`src/rtl/io_out_capture.sv`:
```
// Captures every change of the accumulator output bus into a show-ahead FIFO
// drained by valid/ready, with a sticky overflow flag and a saturating drop counter.
module io_out_capture #(
  parameter int WIDTH  = 16,
  parameter int DEPTH  = 8,
  parameter int ADDR_W = 3,
  parameter int DROP_W = 8
) (
  input  logic              CLK,
  input  logic              reset,
  input  logic [WIDTH-1:0]  AccOut,
  input  logic              capture_en,
  output logic [WIDTH-1:0]  out_data,
  output logic              out_valid,
  input  logic              out_ready,
  output logic [ADDR_W:0]   count,
  output logic              full,
  output logic              overflow,
  output logic [DROP_W-1:0] drop_cnt
);

  localparam logic [ADDR_W:0] DepthCount = (ADDR_W+1)'(DEPTH);

  logic [WIDTH-1:0]  prev_q;
  logic [ADDR_W-1:0] wr_ptr_q, rd_ptr_q;
  logic [ADDR_W:0]   count_q, count_d;
  logic              overflow_q;
  logic [DROP_W-1:0] drop_cnt_q;
  logic [WIDTH-1:0]  mem_q [DEPTH];

  logic change, pop, push, drop;

  assign out_valid = (count_q != '0);
  assign full      = (count_q == DepthCount);
  assign count     = count_q;
  assign overflow  = overflow_q;
  assign drop_cnt  = drop_cnt_q;
  assign out_data  = out_valid ? mem_q[rd_ptr_q] : '0;

  assign change = capture_en && (AccOut != prev_q);
  assign pop    = out_valid && out_ready;
  // A full FIFO still accepts a push when the head leaves in the same cycle.
  assign push   = change && (!full || pop);
  assign drop   = change && full && !pop;

  always_comb begin
    // NOTE: default first so every path assigns count_d and no latch is inferred.
    count_d = count_q;
    unique case ({push, pop})
      2'b10:   count_d = count_q + (ADDR_W+1)'(1);
      2'b01:   count_d = count_q - (ADDR_W+1)'(1);
      default: count_d = count_q;
    endcase
  end

  // NOTE: sequential state uses non-blocking assignments so every register
  // samples the pre-edge values regardless of statement order.
  always_ff @(posedge CLK) begin
    if (reset) begin
      prev_q     <= '0;
      wr_ptr_q   <= '0;
      rd_ptr_q   <= '0;
      count_q    <= '0;
      overflow_q <= 1'b0;
      drop_cnt_q <= '0;
    end else begin
      prev_q  <= AccOut;
      count_q <= count_d;
      if (push) wr_ptr_q <= wr_ptr_q + ADDR_W'(1);
      if (pop)  rd_ptr_q <= rd_ptr_q + ADDR_W'(1);
      if (drop) begin
        overflow_q <= 1'b1;
        if (drop_cnt_q != '1) drop_cnt_q <= drop_cnt_q + DROP_W'(1);
      end
    end
  end

  // NOTE: storage is not reset; out_data is masked while empty, so stale
  // contents are never visible and the array can map onto plain RAM.
  always_ff @(posedge CLK) begin
    if (!reset && push) mem_q[wr_ptr_q] <= AccOut;
  end

endmodule

```
`config.mk`:
```
export PLATFORM = sky130hd
export DESIGN_NAME = io_out_capture
export DESIGN_NICKNAME = d
export VERILOG_FILES = /design/src/rtl/io_out_capture.sv
export SDC_FILE = /design/constraint.sdc
export NUM_CORES = 1
export LEC_CHECK = 0
export CAP_MARGIN = 20
export CORE_MARGIN = 2
export CORE_UTILIZATION = 30
export DETAILED_ROUTE_END_ITERATION = 6
export PLACE_DENSITY = 0.53
export SETUP_SLACK_MARGIN = 0.15
export SYNTH_ARGS = -nofsm -noshare
export SYNTH_HDL_FRONTEND = slang
export SYNTH_SLANG_ARGS = --single-unit
```
`constraint.sdc`:
```
create_clock -name CLK -period 4.5 [get_ports CLK]
set_input_delay 0.675 -clock CLK [delete_from_list [all_inputs] [get_ports CLK]]
set_output_delay 0.675 -clock CLK [all_outputs]
set_load 0.1 [all_outputs]
```
==> results.toml, run 1 <==
[run_status]
status = "completed"

[drt]
ant_nets = 0
totalWireLength_mm = 13.5
drt-vias-per-instance = 4.62
vias = 3438
dr.pass1.iters = 6
post_drt_wl_per_cell_um = 18.2
drtIter0Drc = 182
drc = 0

[final_layout]
n_antenna_cell = 0
drive_gt1_share_pct = 23.7
area_growth_syn_to_layout_pct = 22.6
multi_input_area_sq_um = 1870
fin_nets = 477
regArea_sq_um = 4610
fillCellCount = 2028

[flow_run]
drv_cap = 0

[global_route]
grt_max_degree = 33
grt_pass1_vias = 3650
grt_pass1_wl_mm = 21.0
grt_util_all_layers_pct = 12.1
grt-ovfl-total = 0
antenna_found_initial = 1

[critical_path]
arrival_ns = 3.77
start_kind = "input pin"
path_cells = "clkdlybuf4s50_1 > xnor2_1 > nand4_1 > o41a_1 > nor2_2 > ha_1 > a21o_1 > a21oi_1 > nor2_1 > a22oi_1 > mux2_1"
worstPathMaxFanout = 10
slowest_delay_ns = 0.66
critPathSlowestCell = "clkdlybuf4s50_1"
critPathKind = "input pin to register"
reg2reg_setup_slack_ns = 1.67
crit_required_ns = 4.80
endpoint_kind = "register"

[power]
p_sw_mw = 1.95
clkPwrFrac_pct = 29.0
p_comb_share_pct = 35.7
power_per_cell_area_nw_per_um2 = 622
p_seq_share_pct = 35.4
switching_share_pct = 39.0
ir_drop_v = 0.000730
power.total_mw = 5.00
intPower_mw = 3.05
p_leak_nw = 2.62

[logic_synthesis]
netlist_instances = 380
synth-main-ff-cell = "edfxtp_1"
yosys_warnings = 0
ys_ff_latch = 166
avgSynthCellArea_sq_um = 17.2
synth-edff-count = 128
syn-cell-area_sq_um = 6550
synth_xor_area_share_pct = 3.34
synth_commonest_cells = "128 x edfxtp_1, 39 x nor2_1, 38 x dfxtp_1"
synth-simple-area-share_pct = 7.66
muxShareOfSynthArea_pct = 14.6
synth_compound_area_share_pct = 1.49
yosys-top-cells-area = "edfxtp_1 59%, dfxtp_1 12%, mux4_2 11%, mux2i_1 2.9%, xnor2_1 2.5%"
synth_fp_nets = 406
synth_most_common_cell = "edfxtp_1"
seq_area_frac_synth_pct = 70.3
synth_top_area_share_pct = 58.6
synth_area_leader_cell = "edfxtp_1"
synthDistinctLibCells = 42
yosys.area_share.adder_pct = 1.26
synth_top_family_by_area = "multiplexers"
synthArstFlopShare_pct = 0

[die]
core_sq_um = 21600
rows = 54
die_h_um = 152
ios = 51
start_util_pct = 30.3
dieWidth_um = 152
die_area_sq_um = 23000

[timing]
slew_headroom_pct = 34.3
finalSetupTns_ns = 0
setup_viol_count_final = 0
max_freq_mhz = 289
drv_slew = 0
final.setup_skew_ns = 0.0102
hold_viol = 0
holdWs_ns = 0.494
min_period_over_period_pct = 77.0
period_needed_ns = 3.46
worstMarginPinSlew_ns = 0.982
grt_setup_unrepaired = "false"

[clock_network]
clock-sinks = 166
cts_tree = "yes"
cts_root_buf = "clkbuf_16"
clkSlewWorstSetupHoldPaths_ns = 0.06
hold_buffers = 0
cts_buffer_depth = 2
cts_setup_buffers = 0
insertion_delay_ns = 0.42
cts_made_buffers = 17
htree_num_levels = 4
ctsResizeCount = 0

[place]
port_buffers = 50
globalplace.congestion = 0.722
hpwl_mm = 8.41

[hold_path]
hp-class = "register to register"
==> layout by cell type, fill, tap and decap left out, types with 2 or more instances in the layout <==
cell type / count
a21oi_1: 7
and2_1: 4
buf_4: 34
bufinv_16: 2
clkbuf_16: 17
clkdlybuf4s50_1: 34
clkinv_2: 3
dfxtp_1: 37
edfxtp_1: 128
ha_1: 5
inv_1: 3
inv_6: 4
inv_8: 2
mux2i_1: 19
mux4_2: 32
nand2_1: 9
nand2b_1: 2
nand3_1: 3
nand3b_1: 2
nand4_1: 6
nor2_1: 39
nor2_2: 2
nor2b_1: 17
nor4_2: 2
o31ai_1: 2
or4_1: 2
xnor2_1: 19
xor2_1: 6
==> registers in the layout, indices dropped and copies added (netlist names), named ones only <==
register  cells
rd_ptr_q      3
drop_cnt      8
prev_q       16
overflow      1
count         4
mem_q       128
wr_ptr_q      3
==> power groups by stage <==
stage                     Combinational (mW)  Sequential [mW]  Clock, mW
after floorplan                         1.32             1.88          0
after global placement                  1.80             1.80          0
after detailed placement                1.81             1.80          0
after CTS                               1.82             1.77       1.50
after global routing                    1.88             1.78       1.54
final                                   1.78             1.77       1.45
==> cell families (layout without fill, tap and decap cells) <==
kind of cell | count (synthesis) | in the layout
AO/OA/AOI/OAI | 14 | 14
XOR/XNOR | 25 | 25
adder cells (fa/ha/maj) | 6 | 6
buffers and inverters | 20 | 104
flip-flops | 166 | 166
multiplexers | 54 | 54
AND/OR/NAND/NOR | 95 | 95
==> critical path: cells and delay by family <==
kind / cells / cell delay [ns]
AOI/OAI and AO/OA: 4 / 1.16
buffers and inverters: 1 / 0.66
and+or+nand+nor: 3 / 0.49
muxes: 1 / 0.35
adders and majority gates: 1 / 0.26
xor gates and xnor gates: 1 / 0.17
==> per-stage QoR <==
step	util (%)	setup slack [ns]	instances	cell area [sq um]
4_1_cts	37.2	1.03	744	8030
2_1_floorplan	-	0.794	380	6550
6_report	37.2	1.04	744	8030
3_5_place_dp	34.4	0.590	712	7440
3_3_place_gp	34.4	0.661	712	7440
5_1_grt	37.2	0.850	744	8030
==> final cells by class <==
| cell class | count | share of cell area [%] |
|---|---|---|
| flip-flops and latches | 166 | 57.3 |
| multi-input cells | 194 | 23.3 |
| repair buffers | 68 | 7.41 |
| clock buffers | 18 | 5.34 |
| well taps | 280 | 4.36 |
| clock inverters | 14 | 2.06 |
| inverters | 4 | 0.187 |
==> path summary, 6_finish.rpt <==
path	cells past startpoint	end	from
hold reg to reg	2	overflow$_SDFFE_PP0P_	overflow$_SDFFE_PP0P_
hold / removal	2	overflow$_SDFFE_PP0P_	overflow$_SDFFE_PP0P_
setup / recovery	11	count[3]$_SDFFE_PP0P_	AccOut[6]
setup reg to reg	10	count[3]$_SDFFE_PP0P_	prev_q[6]$_SDFF_PP0_
==> layer usage <==
metal,global-route usage [%],wire [um]
met1,15.8,6270
met2,19.3,6480
met3,3.48,593
met4,4.41,190
met5,0,13
(Power assumes the default switching activity.)
==> run 2, diff against run 1 <==
- clock period: 4.5 -> 3.55 ns (I/O delays scaled with it)
==> run 2 against run 1 <==
Compared with the run above: hold slack got worse by 0.015 ns; utilization grew 0.59 points; non-clock buffer count is 9 higher; final cell count increased by 1.2%; clock power increased by 28%; sequential cell count did not move; critical path type unchanged; highest routed layer is now met4.
==> results.toml, run 2 (synthesis results as in run 1) <==
[run_status]
status = "completed"

[die]
start_util_pct = 30.3
die_area_sq_um = 23000
ios = 51
rows = 54
dieWidth_um = 152
die_h_um = 152
core_sq_um = 21600

[power]
p_sw_mw = 2.44
ir_drop_v = 0.000692
intPower_mw = 3.98
switching_share_pct = 38.0
power_per_cell_area_nw_per_um2 = 786
p_comb_share_pct = 36.3
clkPwrFrac_pct = 29.0
p_leak_nw = 2.67
p_seq_share_pct = 34.7

[final_layout]
area_growth_syn_to_layout_pct = 24.5
fillCellCount = 2026
drive_gt1_share_pct = 25.2
layout_common_cells = "128 x edfxtp_1, 42 x buf_4, 39 x nor2_1"
largest_register = "mem_q"
final_common_cell = "edfxtp_1"
fin_nets = 486
n_antenna_cell = 0
final_util_pct = 37.7
largest_reg_flops = 128

[clock_network]
ctsResizeCount = 0
cts_made_buffers = 17
clkSlewWorstSetupHoldPaths_ns = 0.06
htree_num_levels = 4
cts_root_buf = "clkbuf_16"
hold_buffers = 0
cts_setup_buffers = 0
clock-sinks = 166
cts_tree = "yes"
insertion_delay_ns = 0.42
cts_buffer_depth = 2

[critical_path]
arrival_ns = 3.29
critPathKind = "input pin to register"
start_kind = "input pin"
critical_path.top_delay_family = "compound AO/OA/AOI/OAI gates"
slowest_delay_ns = 0.66
worstPathMaxFanout = 10
r2r-end = "count[3]$_SDFFE_PP0P_"
path_buf_inv = 1
crit_required_ns = 3.85
r2r-start = "prev_q[1]$_SDFF_PP0_"
reg2reg_setup_slack_ns = 0.97
path_cells = "clkdlybuf4s50_1 > xnor2_1 > nand4_1 > o41a_1 > nor2_2 > ha_1 > a21o_1 > a21oi_1 > nor2_1 > a22oi_1 > mux2_1"
endpoint_kind = "register"
critPathSlowestCell = "clkdlybuf4s50_1"
worstRegToRegCells = 10

[timing]
grt_setup_unrepaired = "false"
min_period_over_period_pct = 84.3
setup_viol_count_final = 0
finalSetupTns_ns = 0
max_freq_mhz = 334
final.setup_skew_ns = 0.00829
drv_slew = 0
slew_headroom_pct = 34.0
period_needed_ns = 2.99
worstMarginPinSlew_ns = 0.987
hold_viol = 0

[global_route]
grt-ovfl-total = 0
grt_util_all_layers_pct = 12.4
grt_pass1_wl_mm = 21.4
antenna_found_initial = 0
grt_pass1_vias = 3687
grt_max_degree = 33

[hold_path]
hold_end = "overflow$_SDFFE_PP0P_"
hold_depth = 2
min-delay-start = "overflow$_SDFFE_PP0P_"
hp-class = "register to register"

[drt]
post_drt_wl_per_cell_um = 18.2
ant_nets = 0
vias = 3403
dr.pass1.iters = 4
drc = 0
totalWireLength_mm = 13.7
drt-vias-per-instance = 4.52
drtIter0Drc = 217

[place]
port_buffers = 50
globalplace.congestion = 0.754
hpwl_mm = 8.32

[flow_run]
drv_cap = 0
run 2: changes by cell type in the layout (fill, tap and decap cells not counted):
| cell | change |
|---|---|
| clkinv_8 | -1 |
| buf_12 | +3 |
| clkinvlp_4 | +2 |
| clkdlybuf4s50_1 | -2 |
| inv_8 | -1 |
| nor4_2 | -2 |
| clkinv_2 | -3 |
| nor4_4 | +2 |
| bufinv_16 | +1 |
| buf_4 | +8 |
| clkbuf_1 | +2 |
run 2: worst max path at each step:
stage,start,end,slack (ns),cells past startpoint
floorplan,count[3]$_SDFFE_PP0P_,out_data[10],0.27,3
finish,AccOut[10],count[3]$_SDFFE_PP0P_,0.56,11
global route,AccOut[10],count[3]$_SDFFE_PP0P_,0.33,11
CTS,AccOut[10],count[3]$_SDFFE_PP0P_,0.54,11
global placement,AccOut[10],count[3]$_SDFFE_PP0P_,0.20,11
detailed placement,AccOut[10],count[3]$_SDFFE_PP0P_,0.12,11
run 2: routing by layer:
layer  vias up  GRT usage (%)  part of all wire [%]
li1       1608              -                     -
met1      1723           16.1                    45
met2        66           20.3                    50
met3         6           3.85                   4.4
met4         0           3.52                  0.58
met5         -              0                     0
run 2: power by group through the flow:
stage	Clock (mW)	Sequential (mW)	Combinational, mW
2_1_floorplan	0	2.39	1.67
3_3_place_gp	0	2.27	2.36
3_5_place_dp	0	2.27	2.37
4_1_cts	1.92	2.23	2.37
5_1_grt	1.99	2.24	2.46
6_report	1.86	2.23	2.33
run 2: final cells by class:
cell class / count / area (sq um) / share of cell area, %
Multi-Input combinational cell: 194 / 1890 / 23.2
Sequential cell: 166 / 4610 / 56.4
Inverter: 4 / 15.0 / 0.184
Tap cell: 280 / 350 / 4.29
Clock buffer: 20 / 437 / 5.35
Timing Repair Buffer: 77 / 696 / 8.52
Clock inverter: 12 / 168 / 2.05
run 2: tightest hold or removal path, stage by stage, from the launching register on:
cell,delay (ns)
dfxtp_1,0.33
a21oi_1,0.04
nor2_1,0.08
run 2: through the flow:
| step | hold slack (ns) | total power, mW | cell area (sq um) | setup slack [ns] | cells |
|---|---|---|---|---|---|
| after CTS | 0.485 | 6.52 | 8160 | 0.543 | 753 |
| after floorplan | 0.454 | 4.06 | 6570 | 0.274 | 380 |
| after global routing | 0.523 | 6.70 | 8160 | 0.329 | 753 |
| after global placement | 0.465 | 4.62 | 7560 | 0.200 | 721 |
| final | 0.478 | 6.41 | 8160 | 0.556 | 753 |
| after detailed placement | 0.474 | 4.64 | 7560 | 0.122 | 721 |
==> run 3, diff against run 2 <==
- PLACE_DENSITY: 0.53 -> 0.54
- clock period: 3.55 -> 2.4 ns (I/O delays scaled with it)
==> run 3 against run 2 <==
Compared with the run above: the run now ends with negative setup slack left; first-iteration DRC count decreased by 12%; hold slack worse by 0.19 ns; clock-buffer cell count up 1; utilization up 3.3 points; combinational power is 97% higher; clock power grew 40%; critical path type is now register to register; largest cell class unchanged; highest routed layer unchanged.
==> results.toml, run 3 (synthesis results as in run 1) <==
[timing]
setup_viol_count_final = 8
grt_setup_unrepaired = "true"
postLayoutSetupSlackWorst_ns = -0.125
hold_viol = 0
drv_slew = 0
holdWs_ns = 0.291
final.setup_skew_ns = 0.0114
period_needed_ns = 2.52
finalSetupTns_ns = -0.271
slew_headroom_pct = 63.3
max_freq_mhz = 396
min_period_over_period_pct = 105
worstMarginPinSlew_ns = 0.551

[drt]
vias = 3616
drtIter0Drc = 191
drc = 0
dr.pass1.iters = 5
drt-vias-per-instance = 4.71
ant_nets = 0
post_drt_wl_per_cell_um = 19.1
totalWireLength_mm = 14.7

[critical_path]
r2r-start = "prev_q[10]$_SDFF_PP0_"
reg2reg_setup_slack_ns = -0.12
r2r-end = "count[3]$_SDFFE_PP0P_"
endpoint = "count[3]$_SDFFE_PP0P_"
crit_required_ns = 2.70
critPathKind = "register to register"
start_kind = "register"
endpoint_kind = "register"
slowest_delay_ns = 0.52
worstPathMaxFanout = 3
critPathSlowestCell = "o41a_1"
startpoint = "prev_q[10]$_SDFF_PP0_"
path_cells = "xnor2_2 > nand4_1 > o41a_1 > nor2_2 > ha_1 > a21o_1 > a21oi_2 > nor2_1 > a22oi_1 > mux2_1"
worstRegToRegCells = 10
arrival_ns = 2.83

[final_layout]
final_util_pct = 41.1
final_cells = 767
drive_gt1_share_pct = 41.9
final_common_cell = "edfxtp_1"
n_antenna_cell = 0
fin_nets = 501
area_growth_syn_to_layout_pct = 35.5
largest_reg_flops = 128
largest_register = "mem_q"
layout_common_cells = "128 x edfxtp_1, 41 x buf_4, 32 x mux4_2"
design_area_sq_um = 8880

[clock_network]
cts_root_buf = "clkbuf_16"
clock-sinks = 166
insertion_delay_ns = 0.42
clkSlewWorstSetupHoldPaths_ns = 0.06
cts_tree = "yes"
cts_buffer_depth = 2
cts_made_buffers = 17
htree_num_levels = 4

[global_route]
grt_pass1_vias = 3747
grt_pass1_wl_mm = 22.5
grt_util_all_layers_pct = 13.1
grt-ovfl-total = 0
antenna_found_initial = 0
grt_max_degree = 33

[power]
power.total_mw = 10.6
ir_drop_v = 0.000943
power_per_cell_area_nw_per_um2 = 1190
p_leak_nw = 2.96

[place]
post-place-cells = 729
placed_area_sq_um = 8010
post-place-ws_ns = -0.804
hpwl_mm = 8.46
globalplace.congestion = 0.762
port_buffers = 50

[run_status]
status = "finished with violations"
violations = "negative setup slack"

[die]
dieWidth_um = 152
rows = 54
core_sq_um = 21600
ios = 51
start_util_pct = 30.3
die_area_sq_um = 23000
die_h_um = 152

[hold_path]
hp-class = "input pin to register"

[flow_run]
drv_cap = 0
==> run 3: worst min path at each step <==
stage | from | end | slack (ns) | cells past startpoint
2_1_floorplan | rd_ptr_q[1]$_SDFFE_PP0N_ | register | 0.45 | 2
3_3_place_gp | overflow$_SDFFE_PP0P_ | overflow$_SDFFE_PP0P_ | 0.46 | 2
3_5_place_dp | overflow$_SDFFE_PP0P_ | overflow$_SDFFE_PP0P_ | 0.47 | 2
4_1_cts | AccOut[6] | mem_q[4][6]$_DFFE_PP_ | 0.37 | 1
5_1_grt | AccOut[3] | mem_q[4][3]$_DFFE_PP_ | 0.28 | 1
6_report | AccOut[3] | mem_q[4][3]$_DFFE_PP_ | 0.29 | 1
==> run 3: repair_timing <==
item                                    4_1_cts  5_1_grt
hold buffers                                  0        0
cloned                                        3        0
pin swaps                                    10        3
endpoints found under the setup margin      150      147
buffers inserted                              4        0
resized for setup                            51       14
==> run 3: final cells by class <==
class	count	area (sq um)
Fill cell	1952	12700
Sequential cell	166	4630
Multi-Input combinational cell	194	2190
Timing Repair Buffer	92	1120
Clock buffer	21	440
Tap cell	280	350
Clock inverter	10	123
Inverter	4	28.8
==> run 3: worst max-delay path, delay by kind of cell, from the launching register on <==
family	cells	cell delay, ns
AOI/OAI and AO/OA	4	0.98
and+or+nand+nor	3	0.35
DFF	1	0.33
muxes	1	0.33
adders and majority gates	1	0.25
xor gates and xnor gates	1	0.15
==> run 3: where the power goes <==
group	internal, mW	switching (mW)
combinational	1.82	2.79
sequential	3.22	0.115
clock	1.54	1.08
==> run 3: routing by layer <==
metal	track usage (%)	routed length (um)	vias up
met5	0	0	-
li1	-	-	1650
met1	16.9	6530	1876
met2	22.1	7470	76
met3	3.17	536	14
met4	3.74	148	0
==> variant, RTL diff (config.mk and constraints of run 1) <==
Change the parameter `ADDR_W` from 3 to 5.
--- a/src/rtl/io_out_capture.sv
+++ b/src/rtl/io_out_capture.sv
@@ -3,7 +3,7 @@
 module io_out_capture #(
   parameter int WIDTH  = 16,
   parameter int DEPTH  = 8,
-  parameter int ADDR_W = 3,
+  parameter int ADDR_W = 5,
   parameter int DROP_W = 8
 ) (
   input  logic              CLK,
Ports: changed (resized count); port bits go from 51 to 53. No check against the original RTL was run, so the function may have changed too.
==> variant against run 1 <==
- worst hold slack worse by 4.3 ps
- power is 12% higher
- routed wire length rose by 1.7%
- worst setup slack got worse by 130 ps
- critical path depth increased by 1
- critical endpoint is now count[5]
- highest routed layer is now met4
- synthesized area grew 2.1%
- cell area rose by 2.0%
- clock skew decreased by 1.5 ps
- die area grew 2.0%
- sequential cell count is 2 higher
- sequential share of layout area fell by 0.64 points
==> variant: results (changes against run 1) <==
- Status: finished, final reports clean
- Number of gates on the worst path with buffers counted: 12 (+1)
* Endpoint of the lowest-slack register-to-register path: count[5]
- The measured slew at the worst slew-check pin is 973.4 ps (-8.457 ps).
- Met2 routing resource usage after global routing: 0.2013 (+0.008268)
- The detailed placement HPWL came to 7.996 mm (-4.9%).
- The reg2reg setup slack came to 1420 ps (-250 ps).
- Net count after synthesis: 429 (+5.7%)
- The global routing usage on met3 is 0.03799 (+0.003195).
- Wire length per cell after detailed routing: 18.02 um (-0.99%)
- Final-layout fill cell count: 2043 (+0.74%)
- The combined global-route utilization of all metal layers came to 0.1237 (+0.002519).
- Max Fclk: 278.3 MHz (-3.6%)
- Min-Delay Startpoint: rd_ptr_q[1]
* Gate power share: 0.410 (+0.053)
* Share of total power in sequential cells: 0.324 (-0.030)
- GR Layer Usage met1: 0.1645 (+0.006127)
- Met2 wire length: 6.747 mm (+4.2%)
- Maximum VDD drop: 0.0006588 V (-9.7%)
- The number of antenna violations at the first check in global routing came to 0 (-1).
- Gp weighted congestion: 0.7743 (+7.3%)
- The count of port buffers added during placement was 52 (+4.0%).
- The net total in the final layout came to 499 (+4.6%).
- Clock tree skew after final layout: 8.670 ps (-1.491 ps)
* Proportion of synthesized chip area in sequential cells: 0.6944 (-0.008207)
- Worst Reg-to-Reg Cells: 11 (+1)
- The delay contributed by the slowest stage of the critical path was 570 ps (-90 ps).
## variant: cells by family (layout without fill, tap and decap cells)
| logic type | Yosys count | in the layout | synth area share |
|---|---|---|---|
| buffers and inverters | 22 | 105 | 0.01253 |
| xor gates and xnor gates | 26 | 26 | 0.03404 |
| muxes | 57 | 57 | 0.1459 |
| and+or+nand+nor | 103 | 103 | 0.07651 |
| AOI/OAI and AO/OA | 17 | 17 | 0.02058 |
| adders and majority gates | 8 | 8 | 0.01609 |
| DFF | 168 | 168 | 0.6944 |
## variant: layout make-up
| class | count | area share |
|---|---|---|
| clock inverter | 11 | 0.01954 |
| multi-input combinational | 211 | 0.2414 |
| inverter | 6 | 0.002748 |
| clock buffer | 21 | 0.05496 |
| sequential | 168 | 0.5669 |
| timing repair buffer | 67 | 0.07176 |
| tap | 280 | 0.04275 |
